===== config.mk =====
export PLATFORM = sky130hd
export DESIGN_NAME = timer0_peripheral
export DESIGN_NICKNAME = d
export VERILOG_FILES = /design/src/rtl/timer0_peripheral_pkg.sv /design/src/rtl/timer0_peripheral_t0cki_edge_sync.sv /design/src/rtl/timer0_peripheral.sv
export SDC_FILE = /design/constraint.sdc
export NUM_CORES = 1
export LEC_CHECK = 0
export CELL_PAD_IN_SITES_DETAIL_PLACEMENT = 1
export CELL_PAD_IN_SITES_GLOBAL_PLACEMENT = 2
export CORE_MARGIN = 2
export CORE_UTILIZATION = 34
export DETAILED_ROUTE_END_ITERATION = 6
export PLACE_DENSITY_LB_ADDON = 0.1
export SETUP_SLACK_MARGIN = 0.5
export SLEW_MARGIN = 20
export SYNTH_ARGS = -nofsm -noshare
export SYNTH_HDL_FRONTEND = slang
export SYNTH_HIERARCHICAL = 1
export SYNTH_SLANG_ARGS = --single-unit

===== constraint.sdc =====
create_clock -name clk -period 4.7 [get_ports clk]
set_input_delay 1.175 -clock clk [delete_from_list [all_inputs] [get_ports clk]]
set_output_delay 1.175 -clock clk [all_outputs]
set_load 0.02 [all_outputs]

===== src/rtl/timer0_peripheral_pkg.sv =====
// timer0_peripheral_pkg
//   Shared memory-map and OPTION_REG definitions for the Timer0 peripheral:
//   register addresses, the bank-mirror mask, OPTION bit positions, reset
//   values and the address decoder used by the bus responder.
package timer0_peripheral_pkg;

    // Register-file addresses (bank 0/1 view; bit 8 mirrors into banks 2/3)
    localparam logic [8:0] ADDR_TMR0        = 9'h001;
    localparam logic [8:0] ADDR_OPTION      = 9'h081;
    localparam logic [8:0] BANK_MIRROR_MASK = 9'h0FF;

    // OPTION_REG bit indices
    localparam int unsigned OPT_T0CS = 5;
    localparam int unsigned OPT_T0SE = 4;
    localparam int unsigned OPT_PSA  = 3;

    localparam logic [7:0] OPTION_RST = 8'hFF;

    // Instruction cycles during which counting is held off after a TMR0 write
    localparam logic [1:0] INHIBIT_LOAD = 2'd2;

    typedef enum logic [1:0] {
        REG_NONE   = 2'd0,
        REG_TMR0   = 2'd1,
        REG_OPTION = 2'd2
    } reg_sel_e;

    // Bit 8 is ignored so 0x101/0x181 alias 0x001/0x081.
    function automatic reg_sel_e decode_reg(input logic [8:0] addr);
        logic [8:0] masked;
        masked = addr & BANK_MIRROR_MASK;
        if (masked == ADDR_TMR0) begin
            return REG_TMR0;
        end else if (masked == ADDR_OPTION) begin
            return REG_OPTION;
        end else begin
            return REG_NONE;
        end
    endfunction

endpackage


===== src/rtl/timer0_peripheral_t0cki_edge_sync.sv =====
// t0cki_edge_sync
//   Synchronizes the asynchronous T0CKI pin through SYNC_STAGES flops and
//   produces a one-clock pulse on the selected edge.
// Ports:
//   clk, rst    : system clock, asynchronous active-high reset
//   t0cki       : raw external clock pin
//   t0se        : 0 = rising edge, 1 = falling edge
//   edge_pulse  : one-clock pulse, valid the clock after the edge reaches
//                 the last synchronizer stage
module t0cki_edge_sync #(
    parameter int unsigned SYNC_STAGES = 2
) (
    input  logic clk,
    input  logic rst,
    input  logic t0cki,
    input  logic t0se,
    output logic edge_pulse
);

    logic [SYNC_STAGES-1:0] sync_q;
    logic                   prev_q;
    logic                   synced;

    assign synced = sync_q[SYNC_STAGES-1];

    always_ff @(posedge clk or posedge rst) begin
        if (rst) begin
            sync_q <= '0;
            prev_q <= 1'b0;
        end else begin
            sync_q[0] <= t0cki;
            for (int unsigned i = 1; i < SYNC_STAGES; i++) begin
                sync_q[i] <= sync_q[i-1];
            end
            prev_q <= synced;
        end
    end

    always_comb begin
        edge_pulse = 1'b0;
        if (t0se) begin
            edge_pulse = ~synced & prev_q;
        end else begin
            edge_pulse = synced & ~prev_q;
        end
    end

endmodule


===== src/rtl/timer0_peripheral.sv =====
// timer0_peripheral
//   Timer0 responder on the core's external peripheral bus. Decodes TMR0
//   (0x001/0x101) and OPTION_REG (0x081/0x181), counts instruction cycles or
//   synchronized T0CKI edges through an optional prescaler, and pulses
//   t0if_set for one clock when TMR0 wraps from 0xFF to 0x00.
// Ports:
//   clk, rst                      : system clock, async active-high reset
//   extern_peripherals_addr       : 9-bit register-file address
//   extern_peripherals_data_in    : write data
//   extern_peripherals_wr_en      : one-clock write strobe
//   extern_peripherals_data_out   : combinational read data, 0x00 if unselected
//   periph_sel                    : combinational address hit
//   instr_cycle_tick              : one pulse per instruction cycle
//   t0cki                         : asynchronous external clock pin
//   t0if_set                      : registered one-clock overflow pulse
module timer0_peripheral
    import timer0_peripheral_pkg::*;
#(
    parameter int unsigned PRESCALER_W = 8,
    parameter int unsigned SYNC_STAGES = 2
) (
    input  logic       clk,
    input  logic       rst,
    input  logic [8:0] extern_peripherals_addr,
    input  logic [7:0] extern_peripherals_data_in,
    input  logic       extern_peripherals_wr_en,
    output logic [7:0] extern_peripherals_data_out,
    output logic       periph_sel,
    input  logic       instr_cycle_tick,
    input  logic       t0cki,
    output logic       t0if_set
);

    localparam logic [PRESCALER_W-1:0] PRESC_ONE = 1;

    logic [7:0]             tmr0_q;
    logic [7:0]             option_q;
    logic [PRESCALER_W-1:0] presc_q;
    logic [1:0]             inhibit_q;
    logic                   t0if_q;

    reg_sel_e               reg_sel;
    logic                   tmr0_wr;
    logic                   option_wr;
    logic                   ext_edge;
    logic                   src_tick;
    logic                   inhibited;
    logic                   count_en;
    logic [PRESCALER_W-1:0] ps_mask;
    logic                   ps_full;
    logic                   inc;

    // ---------------------------------------------------------------- decode
    always_comb begin
        reg_sel = decode_reg(extern_peripherals_addr);
    end

    assign periph_sel = (reg_sel != REG_NONE);
    assign tmr0_wr    = extern_peripherals_wr_en && (reg_sel == REG_TMR0);
    assign option_wr  = extern_peripherals_wr_en && (reg_sel == REG_OPTION);

    always_comb begin
        extern_peripherals_data_out = '0;
        case (reg_sel)
            REG_TMR0:   extern_peripherals_data_out = tmr0_q;
            REG_OPTION: extern_peripherals_data_out = option_q;
            default:    extern_peripherals_data_out = '0;
        endcase
    end

    // ---------------------------------------------------------- tick source
    t0cki_edge_sync #(
        .SYNC_STAGES(SYNC_STAGES)
    ) u_t0cki_edge_sync (
        .clk        (clk),
        .rst        (rst),
        .t0cki      (t0cki),
        .t0se       (option_q[OPT_T0SE]),
        .edge_pulse (ext_edge)
    );

    assign src_tick  = option_q[OPT_T0CS] ? ext_edge : instr_cycle_tick;
    assign inhibited = (inhibit_q != 2'd0);
    assign count_en  = src_tick && !inhibited;

    // Prescaler fires when its low PS+1 bits are all ones, i.e. every
    // 2^(PS+1) source ticks, without ever resetting the counter itself.
    always_comb begin
        ps_mask = '0;
        for (int unsigned i = 0; i < PRESCALER_W; i++) begin
            ps_mask[i] = (i <= 32'(option_q[2:0]));
        end
    end

    assign ps_full = ((presc_q & ps_mask) == ps_mask);
    assign inc     = count_en && (option_q[OPT_PSA] || ps_full);

    // ------------------------------------------------------------ registers
    always_ff @(posedge clk or posedge rst) begin
        if (rst) begin
            tmr0_q    <= '0;
            option_q  <= OPTION_RST;
            presc_q   <= '0;
            inhibit_q <= '0;
            t0if_q    <= 1'b0;
        end else begin
            if (option_wr) begin
                option_q <= extern_peripherals_data_in;
            end

            if (tmr0_wr || option_wr) begin
                presc_q <= '0;
            end else if (count_en && !option_q[OPT_PSA]) begin
                presc_q <= presc_q + PRESC_ONE;
            end

            if (tmr0_wr) begin
                inhibit_q <= INHIBIT_LOAD;
            end else if (instr_cycle_tick && inhibited) begin
                inhibit_q <= inhibit_q - 2'd1;
            end

            // A TMR0 write overrides a coincident increment and its overflow.
            if (tmr0_wr) begin
                tmr0_q <= extern_peripherals_data_in;
            end else if (inc) begin
                tmr0_q <= tmr0_q + 8'd1;
            end

            t0if_q <= inc && !tmr0_wr && (tmr0_q == 8'hFF);
        end
    end

    assign t0if_set = t0if_q;

endmodule


After elaboration in Yosys (flattened, before gate mapping)
Cells that the tools add are included.
Widths: inputs -> output; s select.
{"block": "classes", "n_addsub": 3, "magnitude_cmp": 7, "eq_ne": 6, "muxes": 11, "bitwise_logic": 5, "n_reduce_logical": 18}
{"cell": "$mux 8", "n": 4}
{"cell": "$add 8x1->8 const B", "n": 2}
{"cell": "$eq 8x8->1 const B", "n": 2}
{"cell": "$pmux 8 s2", "n": 1}
{"cell": "$le 3x3->1 const A", "n": 4}
{"cell": "$reduce_bool 2->1", "n": 5}
{"cell": "$and 8x8->8", "n": 1}
{"cell": "$eq 8x1->1 const B", "n": 1}
{"cell": "$eq 8x8->1", "n": 1}
{"cell": "$logic_and 1x1->1", "n": 8}
{"cell": "$mux 2", "n": 4}
{"cell": "$le 2x3->1 const A", "n": 2}
{"cell": "$le 1x3->1 const A", "n": 1}
{"cell": "$logic_not 1->1", "n": 3}
{"cell": "$and 1x1->1", "n": 2}
{"cell": "$eq 2x1->1 const B", "n": 1}
{"cell": "$eq 2x2->1 const B", "n": 1}
{"cell": "$logic_or 1x1->1", "n": 2}
{"cell": "$mux 1", "n": 2}
{"cell": "$not 1->1", "n": 2}
{"cell": "$sub 2x1->2 const B", "n": 1}
{"block": "totals", "regBits": 30, "out_inout_bits": 10, "word_cells": 57}

Longest topological paths before layout
Gate-level depths: netlist (run 1).
{"block": "depth", "word_depth": 8, "depth_mapped": 8}

Hierarchy
The synthesis (run 1) kept the hierarchy.
{"module": "timer0_peripheral", "instances": 1, "cells_each": 158, "area_per_inst_um2": 1537.7}
{"module": "t0cki_edge_sync", "instances": 1, "cells_each": 7, "area_per_inst_um2": 101.3}

Worst setup path before layout (run 1)
No wires, ideal clock.
{"block": "synth_timing", "kind": "input port to output port", "from": "in extern_peripherals_addr[2]", "to": "out extern_peripherals_data_out[0]", "t_arrival_ns": 2.013, "slack_ns": 1.512, "cell_stages": 3, "path_buffers": 0, "cell_sequence": "nor4_1 > nand2_1 > nor2_1"}
{"block": "synth_via", "elab_chain_cells": 5}
{"item": "start: declaration", "line": "timer0_peripheral.sv:24", "source": "input logic [8:0] extern_peripherals_addr,"}
{"item": "$eq 8x8->1", "line": "timer0_peripheral_pkg.sv:34", "source": "end else if (masked == ADDR_OPTION) begin"}
{"item": "$mux 2", "line": "timer0_peripheral_pkg.sv:34"}
{"item": "$mux 2 (*)", "line": "timer0_peripheral_pkg.sv:32", "source": "if (masked == ADDR_TMR0) begin"}
{"item": "$eq 2x2->1 or $eq 2x1->1 (tied branches)", "line": "timer0_peripheral.sv:64", "source": "case (reg_sel)"}
{"item": "$pmux 8 s2 (*)", "line": "timer0_peripheral.sv:64"}
{"item": "end: declaration", "line": "timer0_peripheral.sv:27", "source": "output logic [7:0] extern_peripherals_data_out,"}
Mark *: on every way between the ends. The rest lies on a longest branch, timed or not.

Worst setup path in the final report (run 1)
{"block": "layout_timing", "from": "in extern_peripherals_addr[2]", "to": "out extern_peripherals_data_out[2]"}
Same word-level chain as after synthesis.

==> out/results.txt, run 1 <==
Number of synthesized register bits - 30
CTS Buf Count - 5
Core area - 4690 sq um
GRT Total Usage - 17.5%
Comb pwr share - 27.2%
Post-synth top area share - 33.6%
Pre-antenna DRT Iters - 4
Synth warn - 6
Post-synth EDFFs - 0
Slack of the critical path - 554 ps
Internal power - 0.542 mW
Setup TNS - 0 ps
Syn_area_per_cell - 9.93 sq um
Max FO, Critical Path - 4
Port bufs - 30
CTS max path bufs - 2
Status - completed
PwrDens - 386 nW/um^2
First-pass GRT wire length - 7010 microns
Fraction of the mapped netlist area in simple logic gates - 23.0%
Slew Viols, Final - 0
HPWL after DPL - 3150 microns
CTS H-tree depth - 2
Main synth FF type - dfrtp_1
Vias in the first global route - 1384
Clock slew at reported path FFs - 60 ps
Synth Area in Compound Gates - 7.71%
FMAX - 0.241 GHz
Grt total ovfl - 0
Final worst path period need - 4150 ps
Post-synth net total - 190
DR vias - 1314
Post-route DRC - 0
Post-synthesis mux area share - 11.6%
Fill cells - 533
Relative slew slack - 56.7%
Root Buffer - clkbuf_8
Worst endpoint data arrival time - 2970 ps
Sequential area share after synthesis - 46.4%
Library cells used by synthesis - 37
Hold WC Path Type - flip-flop to flip-flop
Met1 GRT Util - 23.3%
# rows - 25
Drt first-iter violations - 70
Max-Cap Viols - 0
Crit path capture type - output pin
Clk Latency, worst-skew pair - 280 ps
RD Place Congestion - 0.788
Worst-Margin Slew - 649 ps
Combinational family with the most area after synthesis - simple AND/OR/NAND/NOR gates
Gr busiest metal - met2
Async S/R FF share, synth - 100%
WP data required - 3520 ps
Routed WL - 4400 microns
DIE HEIGHT - 73.4 microns
GRT met2 Usage - 27.4%
Clock sinks - 30
# nets final - 225
Met3 Usage GRT - 4.66%
# IOs - 32
Hold Vio Cnt, Final - 0
Synth area leader - dfrtp_1
Top area cells in the synthesized netlist - dfrtp_1, dfstp_2, mux2i_1
Maximum vdd drop - 0.156 mV
Worst stage delay on the critical path - 610 ps
Vias per cell - 5.15
CTS tree - done
Sw Share - 33.8%
Crit-path leading delay family - buffers and inverters
Slowest library cell on the worst path - clkdlybuf4s50_1
Share of layout cells above drive strength 1 - 17.9%
Die area - 5390 sq um
Sw power - 0.276 mW
Critical path buffers and inverters - 2
Sequential share of power - 46.6%
Crit path launch type - primary input
DP Worst Slack - 455 ps
WL/cell - 17.3 microns
Inserted Diodes - 0
Commonest cells in the synthesized netlist - nor2_1, dfrtp_1, nand2_1
Clk pwr share - 26.2%
Antenna violations before repair - 0
Post-CTS Hold Buffers - 0
Post-Synth Adder-Cell Area - 2.29%
Cells after Synth - 165
Largest net degree at the start of global routing - 28
Cell area after synthesis - 1640 sq um
Clock Skew - 7.08 ps
Critical path class - primary input to output pin
Leak - 0.928 nW
Setup violations, final - 0
Most frequent CP cell - clkdlybuf4s50_1
P&R area growth vs syn - 29.5%
Crit path cell chain - clkdlybuf4s50_1, nor4_4, nand2_1, nor2_1, clkdlybuf4s50_1
XOR/XNOR Fraction of Synth Area - 6.41%
Initial core utilization - 34.9%
RSZ-0062 raised after global routing - true
Most frequent cell after synthesis - nor2_1
Final Cycle Share - 88.2%
Die width - 73.4 microns
Post-route ant nets - 0
-- path summary, 6_finish.rpt --
path	start	to	slack, ps	cells past startpoint
max reg2reg	option_q[4]	presc_q[6]	2550	8
min	u_t0cki_edge_sync/sync_q[0]	u_t0cki_edge_sync/sync_q[1]	350	0
min in group asynchronous	rst	u_t0cki_edge_sync/sync_q[0]	1110	2
min reg2reg	u_t0cki_edge_sync/sync_q[0]	u_t0cki_edge_sync/sync_q[1]	350	0
max in group asynchronous	rst	presc_q[6]	2970	2
max	extern_peripherals_addr[2]	extern_peripherals_data_out[2]	550	5
-- area by class of cell --
| class | count | area [sq um] | area share (%) |
|---|---|---|---|
| clock buffer | 7 | 86.3 | 4.07 |
| inverter | 8 | 30.0 | 1.42 |
| timing repair buffer | 30 | 310 | 14.6 |
| clock inverter | 1 | 5.00 | 0.236 |
| multi-input combinational | 125 | 862 | 40.6 |
| tap | 54 | 67.6 | 3.18 |
| sequential | 30 | 761 | 35.8 |
-- registers in the layout (all words and copies together) (netlist names) --
signal,count
tmr0_q,8
option_q,8
inhibit_q,2
t0if_set,1
u_t0cki_edge_sync/prev_q,1
u_t0cki_edge_sync/sync_q,2
presc_q,8
-- power by group through the flow --
stage                     clock network (mW)  logic [mW]  registers (mW)
after floorplan                            0       0.166           0.366
after global placement                     0       0.209           0.381
after detailed placement                   0       0.223           0.385
after CTS                              0.224       0.224           0.381
after global routing                   0.236       0.252           0.390
final                                  0.214       0.223           0.381
-- cell families after synthesis --
family | after synthesis
buf+inv | 11
flops | 30
mux | 18
fa+ha+maj | 3
compound gates | 20
simple gates | 71
xor+xnor | 12
-- metrics by stage --
| stage | power, mW | util [%] | hold WS [ps] | area, sq um | std cells |
|---|---|---|---|---|---|
| 2_1_floorplan | 0.532 | - | 331 | 1640 | 165 |
| 3_3_place_gp | 0.590 | 42.5 | 337 | 1990 | 246 |
| 3_5_place_dp | 0.608 | 42.5 | 340 | 1990 | 246 |
| 4_1_cts | 0.830 | 44.5 | 356 | 2090 | 254 |
| 5_1_grt | 0.878 | 45.2 | 371 | 2120 | 255 |
| 6_report | 0.818 | 45.2 | 351 | 2120 | 255 |
-- timing repair --
action | in CTS | in global routing
pin swaps | 0 | 1
endpoints found under the setup margin | 8 | 9
gates cloned | 0 | 1
setup buffers | 0 | 0
endpoints found under the hold margin | 0 | 0
gates resized for setup | 1 | 7
-- layout by cell type, fill, tap and decap left out, drive strengths merged, types with 3 or more instances in the layout --
cell | synthesis | layout
xnor2 | 9 | 9
dfstp | 8 | 8
nand2b | 5 | 5
nor2 | 23 | 23
mux2i | 10 | 10
inv | 8 | 8
xor2 | 3 | 3
nand4 | 6 | 6
clkdlybuf4s50 | 0 | 26
nor3 | 3 | 3
mux2 | 8 | 8
clkbuf | 2 | 7
o21ai | 6 | 6
dfrtp | 22 | 22
ha | 3 | 3
dlymetal6s2s | 0 | 4
a21oi | 9 | 9
nor4 | 4 | 4
nand2 | 16 | 17
-- metal layers --
metal  up-vias  part of all wire [%]
met4         0                   1.5
met1       629                    47
li1        641                     -
met2        36                    46
met3         8                   6.0
met5         -                     0
Power figures use the tool's default switching activity.
==> inputs of run 2 (changes only) <==
--- a/config.mk
+++ b/config.mk
@@ -10,8 +10,10 @@
 export CORE_MARGIN = 2
 export CORE_UTILIZATION = 34
 export DETAILED_ROUTE_END_ITERATION = 6
+export HOLD_SLACK_MARGIN = 0.15
 export PLACE_DENSITY_LB_ADDON = 0.1
 export SETUP_SLACK_MARGIN = 0.5
+export SKIP_LAST_GASP = 1
 export SLEW_MARGIN = 20
 export SYNTH_ARGS = -nofsm -noshare
 export SYNTH_HDL_FRONTEND = slang
==> constraint.sdc (replaced) <==
create_clock -name clk -period 4.7 [get_ports clk]
set_input_delay 0.705 -clock clk [delete_from_list [all_inputs] [get_ports clk]]
set_output_delay 0.705 -clock clk [all_outputs]
set_load 0.02 [all_outputs]
==> run 2 against run 1 <==
Flip-flop and latch count unchanged. Clock skew about the same. Critical path type unchanged. Core utilization down 0.77 points. Critical path depth unchanged. Non-clock buffer count unchanged.
==> out/results.txt, run 2 (synthesis results as in run 1) <==
# rows - 25 (unchanged)
HPWL after DPL - 3150 microns (unchanged)
Setup TNS - 0 ps (unchanged)
Clk Latency, worst-skew pair - 280 ps (about the same)
Most frequent CP cell - clkdlybuf4s50_1
Total power - 0.815 mW (-0.33%)
WP data required - 3990 ps (+470 ps)
Port bufs - 30 (unchanged)
CTS Buf Count - 5 (unchanged)
Crit path capture type - output pin
Crit path cell chain - clkdlybuf4s50_1, nor4_1, nand2_1, nor2_1, clkdlybuf4s50_1
Most common cell after layout, fill and taps aside - clkdlybuf4s50_1
RD Place Congestion - 0.788 (about the same)
Die area - 5390 sq um (unchanged)
Worst-Margin Slew - 638 ps (-11.2 ps)
Post-route ant nets - 0 (unchanged)
First-pass GRT wire length - 7010 microns (unchanged)
Worst endpoint data arrival time - 2560 ps (-410 ps)
CP startpoint - extern_peripherals_addr[2]
P&R area growth vs syn - 27.3%
Post-route DRC - 0 (unchanged)
Die width - 73.4 microns (unchanged)
Finished Cell Area - 2090 sq um (-1.7%)
Hold Path Origin - u_t0cki_edge_sync/sync_q[0]
WL/cell - 16.8 microns (-2.5%)
Crit path launch type - primary input
Largest regs - option_q (8), presc_q (8), tmr0_q (8)
# IOs - 32 (unchanged)
PostCTS Resize Cnt - 0 (-1)
Post-CTS setup buffers - 0 (unchanged)
DR vias - 1298 (-1.2%)
Area after DPL - 1990 sq um (unchanged)
Relative slew slack - 57.3% (+0.62 points)
CTS tree - done
Drt first-iter violations - 74 (+5.7%)
Core area - 4690 sq um (unchanged)
Grt total ovfl - 0 (unchanged)
CTS H-tree depth - 2 (unchanged)
Leak - 0.857 nW (-7.6%)
Clock sinks - 30 (unchanged)
Slowest library cell on the worst path - clkdlybuf4s50_1
Setup violations, final - 0 (unchanged)
Clock Skew - 6.64 ps (-0.440 ps)
Worst stage delay on the critical path - 620 ps (about the same)
Slack of the critical path - 1430 ps (+879 ps)
Share of layout cells above drive strength 1 - 16.5% (-1.4 points)
Vias per cell - 5.11 (-0.83%)
Critical path class - primary input to output pin
Post-CTS Hold Buffers - 0 (unchanged)
Root Buffer - clkbuf_8
Commonest non-fill, non-tap cells in the layout - clkdlybuf4s50_1, nor2_1, dfrtp_1, nand2_1, mux2i_1
Routed WL - 4270 microns (-2.9%)
DIE HEIGHT - 73.4 microns (unchanged)
FMAX - 0.306 GHz (+27%)
Max-Cap Viols - 0 (unchanged)
Final Cycle Share - 69.5% (-19 points)
Slew Viols, Final - 0 (unchanged)
CTS max path bufs - 2 (unchanged)
Initial core utilization - 34.9% (unchanged)
# nets final - 224 (-0.44%)
Status - completed
DP Worst Slack - 1400 ps (+940 ps)
Antenna violations before repair - 0 (unchanged)
Crit-path leading delay family - buffers and inverters
Hold Vio Cnt, Final - 0 (unchanged)
PwrDens - 391 nW/um^2 (+1.4%)
RSZ-0062 raised after global routing - false
Maximum vdd drop - 0.156 mV (-0.21%)
Max FO, Critical Path - 9 (+5)
GRT Total Usage - 17.5% (unchanged)
Pre-antenna DRT Iters - 4 (unchanged)
Hold WC Path Type - flip-flop to flip-flop
Clock slew at reported path FFs - 60 ps (about the same)
RR Startpoint - option_q[4]
Largest net degree at the start of global routing - 28 (unchanged)
Critical path buffers and inverters - 2 (unchanged)
Vias in the first global route - 1384 (unchanged)
Inserted Diodes - 0 (unchanged)
Final worst path period need - 3270 ps (-879 ps)
## run 2: final timing paths
path                                                   to  slack [ps]  cells after the start
max                        extern_peripherals_data_out[3]        1430                      5
min                           u_t0cki_edge_sync/sync_q[1]         350                      0
max reg2reg                                    presc_q[6]        2550                      8
min reg2reg                   u_t0cki_edge_sync/sync_q[1]         350                      0
max in group asynchronous                      presc_q[6]        3440                      2
min in group asynchronous     u_t0cki_edge_sync/sync_q[0]         640                      2
## run 2: layout make-up
cell class	count	area (sq um)
Tap cell	54	67.6
Inverter	8	30.0
Clock inverter	1	5.00
Clock buffer	7	86.3
Fill cell	539	2610
Sequential cell	30	761
Multi-Input combinational cell	124	836
Timing Repair Buffer	30	300
## run 2: layer usage
layer / track usage (%) / wire (microns)
met1: 23.3 / 2020
met2: 27.4 / 1940
met3: 4.66 / 243
met4: 6.06 / 68
met5: 0 / 0
## run 2: power by group
group / total [mW] / internal, mW / switching, mW
Sequential: 0.381 / 0.316 / 0.0651
Combinational: 0.220 / 0.107 / 0.113
Clock: 0.214 / 0.118 / 0.0959
Total: 0.815 / 0.542 / 0.274
## run 2: worst register-to-register path: stages, from the launching register on
cell and delay (ps):
dfstp_2 570, nand2_1 70, o22ai_2 110, mux2i_1 150
nor3b_4 350, nand2_2 100, or4_1 430, xor2_1 150
nor2_1 60
## run 2: metrics by stage
stage | utilization, % | std cells | hold WS (ps)
finish | 44.5 | 254 | 351
detailed placement | 42.5 | 246 | 340
CTS | 44.5 | 254 | 356
global route | 44.5 | 254 | 371
floorplan | - | 165 | 331
global placement | 42.5 | 246 | 337
